**src/rtl/hazard_stall_unit.sv**
```systemverilog
// ID-stage hazard/stall controller: load-use, branch-operand and mul/div occupancy.
// Ports: clk/rst, ID/EX/MEM hazard fields in; PC/IF-ID/ID-EX/EX control and perf_stalls out.
module hazard_stall_unit #(
  parameter int MULDIV_CYCLES = 4,
  parameter int PERF_W        = 16
) (
  input  logic              clk,
  input  logic              rst,
  input  logic [3:0]        id_op1,
  input  logic [3:0]        id_op2,
  input  logic              id_uses_op2,
  input  logic              id_is_branch,
  input  logic              id_is_muldiv,
  input  logic              branch_taken,
  input  logic [3:0]        ex_op1,
  input  logic [1:0]        ex_regwrite,
  input  logic              ex_memread,
  input  logic [3:0]        mem_op1,
  input  logic              mem_memread,
  output logic              pc_write,
  output logic              ifid_write,
  output logic              ifid_flush,
  output logic              idex_bubble,
  output logic              ex_hold,
  output logic              exmem_bubble,
  output logic              muldiv_busy,
  output logic [PERF_W-1:0] perf_stalls
);

  localparam logic [0:0] RUN  = 1'b0;
  localparam logic [0:0] BUSY = 1'b1;

  localparam logic [3:0] CNT_INIT = 4'(MULDIV_CYCLES - 1);

  logic [0:0]        state_q, state_d;
  logic [3:0]        cnt_q, cnt_d;
  logic [PERF_W-1:0] perf_q, perf_d;

  logic lu, br1, br2, stall;
  logic op1_hit_ex, op2_hit_ex;
  logic busy_last;

  // Full 4-bit compares; R0 is treated like any other register.
  assign op1_hit_ex = (ex_op1 == id_op1);
  assign op2_hit_ex = id_uses_op2 && (ex_op1 == id_op2);

  assign lu  = ex_memread && (op1_hit_ex || op2_hit_ex);
  assign br1 = id_is_branch && (ex_regwrite != 2'b00) && op1_hit_ex;
  assign br2 = id_is_branch && mem_memread && (mem_op1 == id_op1);

  assign stall = lu || br1 || br2;

  // Final BUSY cycle: the result leaves EX, so EX is no longer held.
  assign busy_last = (cnt_q <= 4'd1);

  always_comb begin
    pc_write     = 1'b1;
    ifid_write   = 1'b1;
    ifid_flush   = 1'b0;
    idex_bubble  = 1'b0;
    ex_hold      = 1'b0;
    exmem_bubble = 1'b0;
    state_d      = state_q;
    cnt_d        = cnt_q;
    if (rst) begin
      state_d = RUN;
      cnt_d   = 4'd0;
    end else if (state_q == BUSY) begin
      pc_write   = 1'b0;
      ifid_write = 1'b0;
      if (busy_last) begin
        state_d = RUN;
        cnt_d   = 4'd0;
      end else begin
        ex_hold      = 1'b1;
        exmem_bubble = 1'b1;
        cnt_d        = cnt_q - 4'd1;
      end
    end else if (stall) begin
      pc_write    = 1'b0;
      ifid_write  = 1'b0;
      idex_bubble = 1'b1;
    end else begin
      ifid_flush = branch_taken && id_is_branch;
      if (id_is_muldiv) begin
        state_d = BUSY;
        cnt_d   = CNT_INIT;
      end
    end
  end

  assign muldiv_busy = !rst && (state_q == BUSY);

  always_comb begin
    perf_d = perf_q;
    if (rst) begin
      perf_d = '0;
    end else if (!pc_write && !(&perf_q)) begin
      perf_d = perf_q + 1'b1;
    end
  end

  assign perf_stalls = rst ? '0 : perf_q;

  always_ff @(posedge clk) begin
    if (rst) begin
      state_q <= RUN;
      cnt_q   <= 4'd0;
      perf_q  <= '0;
    end else begin
      state_q <= state_d;
      cnt_q   <= cnt_d;
      perf_q  <= perf_d;
    end
  end

endmodule

```
**config.mk**
```make
export PLATFORM = sky130hd
export DESIGN_NAME = hazard_stall_unit
export DESIGN_NICKNAME = d
export VERILOG_FILES = /design/src/rtl/hazard_stall_unit.sv
export SDC_FILE = /design/constraint.sdc
export NUM_CORES = 1
export LEC_CHECK = 0
export CAP_MARGIN = 25
export CORE_MARGIN = 2
export CORE_UTILIZATION = 48
export DETAILED_ROUTE_END_ITERATION = 16
export GPL_TIMING_DRIVEN = 0
export PLACE_DENSITY = 0.95
export SYNTH_ARGS = -nofsm -noshare
export SYNTH_HDL_FRONTEND = slang
export SYNTH_SLANG_ARGS = --single-unit
```
**constraint.sdc**
```tcl
create_clock -name clk -period 5.3 [get_ports clk]
set_input_delay 1.06 -clock clk [delete_from_list [all_inputs] [get_ports clk]]
set_output_delay 1.06 -clock clk [all_outputs]
set_load 0.03 [all_outputs]
```
==> flow_summary.yaml <==
critical_path:
  max_stage_delay_ns: 0.65
  slowest_stage: "clkdlybuf4s50_1"
  reg2reg_slack_ns: 3.19
  path_buf_inv: 5
  end_kind: "primary output"
  path_delay_family: "buffers and inverters"
  critPathKind: "input port to primary output"
  crit_fanout: 10
  crit_arrival_ns: 3.43
  path_cells: "clkdlybuf4s50_1 -> clkbuf_1 -> buf_1 -> nand2b_1 -> buf_4 -> clkdlybuf4s50_1"
  crit_path_start_kind: "input port"
  crit_top_cell: "clkdlybuf4s50_1"
  cp.required_ns: 4.24
routing:
  vias: 1432
  via_per_inst: 5.68
  wl_per_cell_um: 12.5
  dr.pass1.iters: 4
  drc: 0
  totalWireLength_mm: 3.16
  antenna_left: 0
  dr.first_iter.drc_count: 49
pwr:
  pwr-share-comb: 0.287
  p_per_area_mw_per_mm2: 181
  pwr-share-seq: 0.491
  swShare: 0.299
  p_leak_nw: 0.685
  p_sw_uw: 103
  clkPwrFrac: 0.222
  peakVddDrop_uv: 141
  p_int_uw: 242
cells_and_area:
  layout-area-overhead-vs-synth_pct: 40.0
  fill_cells: 224
  drive_gt1_frac: 0.0407
  fin_util: 0.698
  antennaDiodeCount: 0
  fin_cells: 252
  layout.nets: 251
sta:
  hold_violations: 0
  fin_crit_ns: 4.49
  slew_viol_final: 0
  setup_viol: 0
  rsz0062_at_grt: "false"
  worst_pin_slew_ns: 0.462
  slew_headroom: 0.692
  tns_ns: 0
  hold-worst-slack_ns: 0.538
  clock_skew_ns: 0.00558
  fmax_ghz: 0.223
  fin_crit_sh: 0.848
  finalWorstSetupSlack_ns: 0.806
synthesis:
  ys_ff_latch: 21
  ys_seq_area_frac: 0.308
  synthTopCellsByArea: "dfxtp_1 31%, nor2b_1 7.8%, mux2_1 5.8%"
  synth.cell_area_mm2: 0.00136
  synth.avg_cell_area_um2: 8.07
  synth.distinct_cells: 36
  synth_top_area_share: 0.308
  netlist_instances: 169
  yosysTopAreaCell: "dfxtp_1"
  synth_nets: 198
  yosysWarnings: 0
clock_network:
  h-tree-depth: 1
  cts_root_buf: "clkbuf_4"
  path_clk_slew_ns: 0.11
  worstSkewPairLatency_ns: 0.30
  cts_hold_buf: 0
  cts_setup_buffers: 0
  cts_resized: 0
  cts_buffers: 3
  cts_buffer_depth: 2
  clock_sinks: 21
  cts_tree: "yes"
placement:
  numPlacedInstances: 248
  place_ws_ns: 0.805
  gp_congestion: 0.803
  hpwlAfterDp_mm: 2.52
  numPortBuffers: 48
die:
  die_h_um: 57.3
  die_w_um: 57.3
  start_util: 0.499
  die_area_mm2: 0.00328
  core_mm2: 0.00273
  rows: 19
  num_io_pins: 49
grt:
  grt_pass1_wl_mm: 5.23
  grt_pass1_vias: 1269
  track_usage: 0.198
  antenna_found_initial: 0
  grt_max_degree: 12
  globalRoute.totalOverflow: 0
job:
  max_cap_viol_count: 0
hold_path:
  hp-class: "register to register"
status:
  outcome: "completed"
[synth_stat cells, drive strengths merged]
cell    instances
nor3           11
a211oi          1
nand4b          1
nor2b          17
and2            2
a21oi           7
inv             3
xnor2           4
nand4          10
clkbuf          4
dfxtp          21
and4            1
a311oi          4
xor2            8
nor2           18
o21ai           4
nor4            1
and3            5
buf             4
o21a            3
nand2b          3
or3             3
or4             2
a41oi           2
ha              3
nand2           8
a31oi           3
mux2            7
nand3b          3
o31ai           1
nand3           5
[placed cells by master, fill, tap and decap left out, types with 2 or more instances in the layout]
| master | synthesis | routed |
|---|---|---|
| nor3_1 | 10 | 10 |
| and2_1 | 2 | 2 |
| clkbuf_4 | 0 | 3 |
| a41oi_1 | 2 | 2 |
| xor2_1 | 8 | 8 |
| nor2b_1 | 17 | 17 |
| mux2_1 | 7 | 7 |
| nor2_1 | 17 | 17 |
| or3_1 | 3 | 3 |
| ha_1 | 3 | 3 |
| nand2_1 | 8 | 8 |
| nand4_1 | 10 | 10 |
| a31oi_1 | 3 | 3 |
| dfxtp_1 | 21 | 21 |
| nand2b_1 | 3 | 3 |
| and3_1 | 4 | 4 |
| o21a_1 | 3 | 3 |
| nand3b_1 | 3 | 3 |
| clkbuf_1 | 4 | 5 |
| buf_4 | 2 | 2 |
| a21oi_1 | 7 | 7 |
| o21ai_0 | 4 | 4 |
| a311oi_1 | 4 | 4 |
| xnor2_1 | 4 | 4 |
| inv_1 | 3 | 3 |
| nand3_1 | 5 | 5 |
| clkdlybuf4s50_1 | 0 | 48 |
| or4_1 | 2 | 2 |
[layout make-up]
class                   instances  area (µm²)  area share
well taps                      31        38.8      0.0203
flip-flops and latches         21         420       0.220
repair buffers                 48         480       0.252
inverters                       3        11.3     0.00590
multi-input cells             137         887       0.465
clock buffers                   4        26.3      0.0138
plain buffers                   8        45.0      0.0236
[state kept, by name, indices dropped and copies added (netlist names)]
name and count:
cnt_q 4, state_q 1, perf_q 16
[power groups by stage]
stage | logic (mW) | registers (mW) | clock network, mW
global route | 0.108 | 0.171 | 0.0839
CTS | 0.0996 | 0.170 | 0.0777
finish | 0.0992 | 0.170 | 0.0767
global placement | 0.0970 | 0.173 | 0
detailed placement | 0.0993 | 0.173 | 0
floorplan | 0.0595 | 0.171 | 0
[stage by stage]
step | total power, mW | area [µm²]
finish | 0.346 | 1910
global route | 0.363 | 1910
floorplan | 0.231 | 1360
global placement | 0.270 | 1880
CTS | 0.347 | 1910
detailed placement | 0.273 | 1880
[logic make-up (layout without fill, tap and decap cells)]
kind of cell / Yosys count / after routing / share of synthesized area
AND/OR/NAND/NOR: 90 / 90 / 0.368
XOR/XNOR: 12 / 12 / 0.0771
buffers and inverters: 11 / 63 / 0.0413
AO/OA/AOI/OAI: 25 / 25 / 0.120
multiplexers: 7 / 7 / 0.0578
adder cells (fa/ha/maj): 3 / 3 / 0.0275
flip-flops: 21 / 21 / 0.308
[routing by layer]
layer  wire length, µm  share of wire  GRT usage
met5                 0              0          0
met4                41          0.013     0.0831
met3               164          0.052     0.0204
met2              1560           0.50      0.346
met1              1390           0.44      0.248
[worst paths after layout]
kind | startpoint | cells past startpoint | endpoint
setup reg to reg | perf_q[0] | 6 | perf_q[1]
hold / removal | perf_q[8] | 1 | perf_q[8]
setup / recovery | rst | 6 | pc_write
hold reg to reg | perf_q[8] | 1 | perf_q[8]
Note: power is estimated with default switching activity, not from simulation.
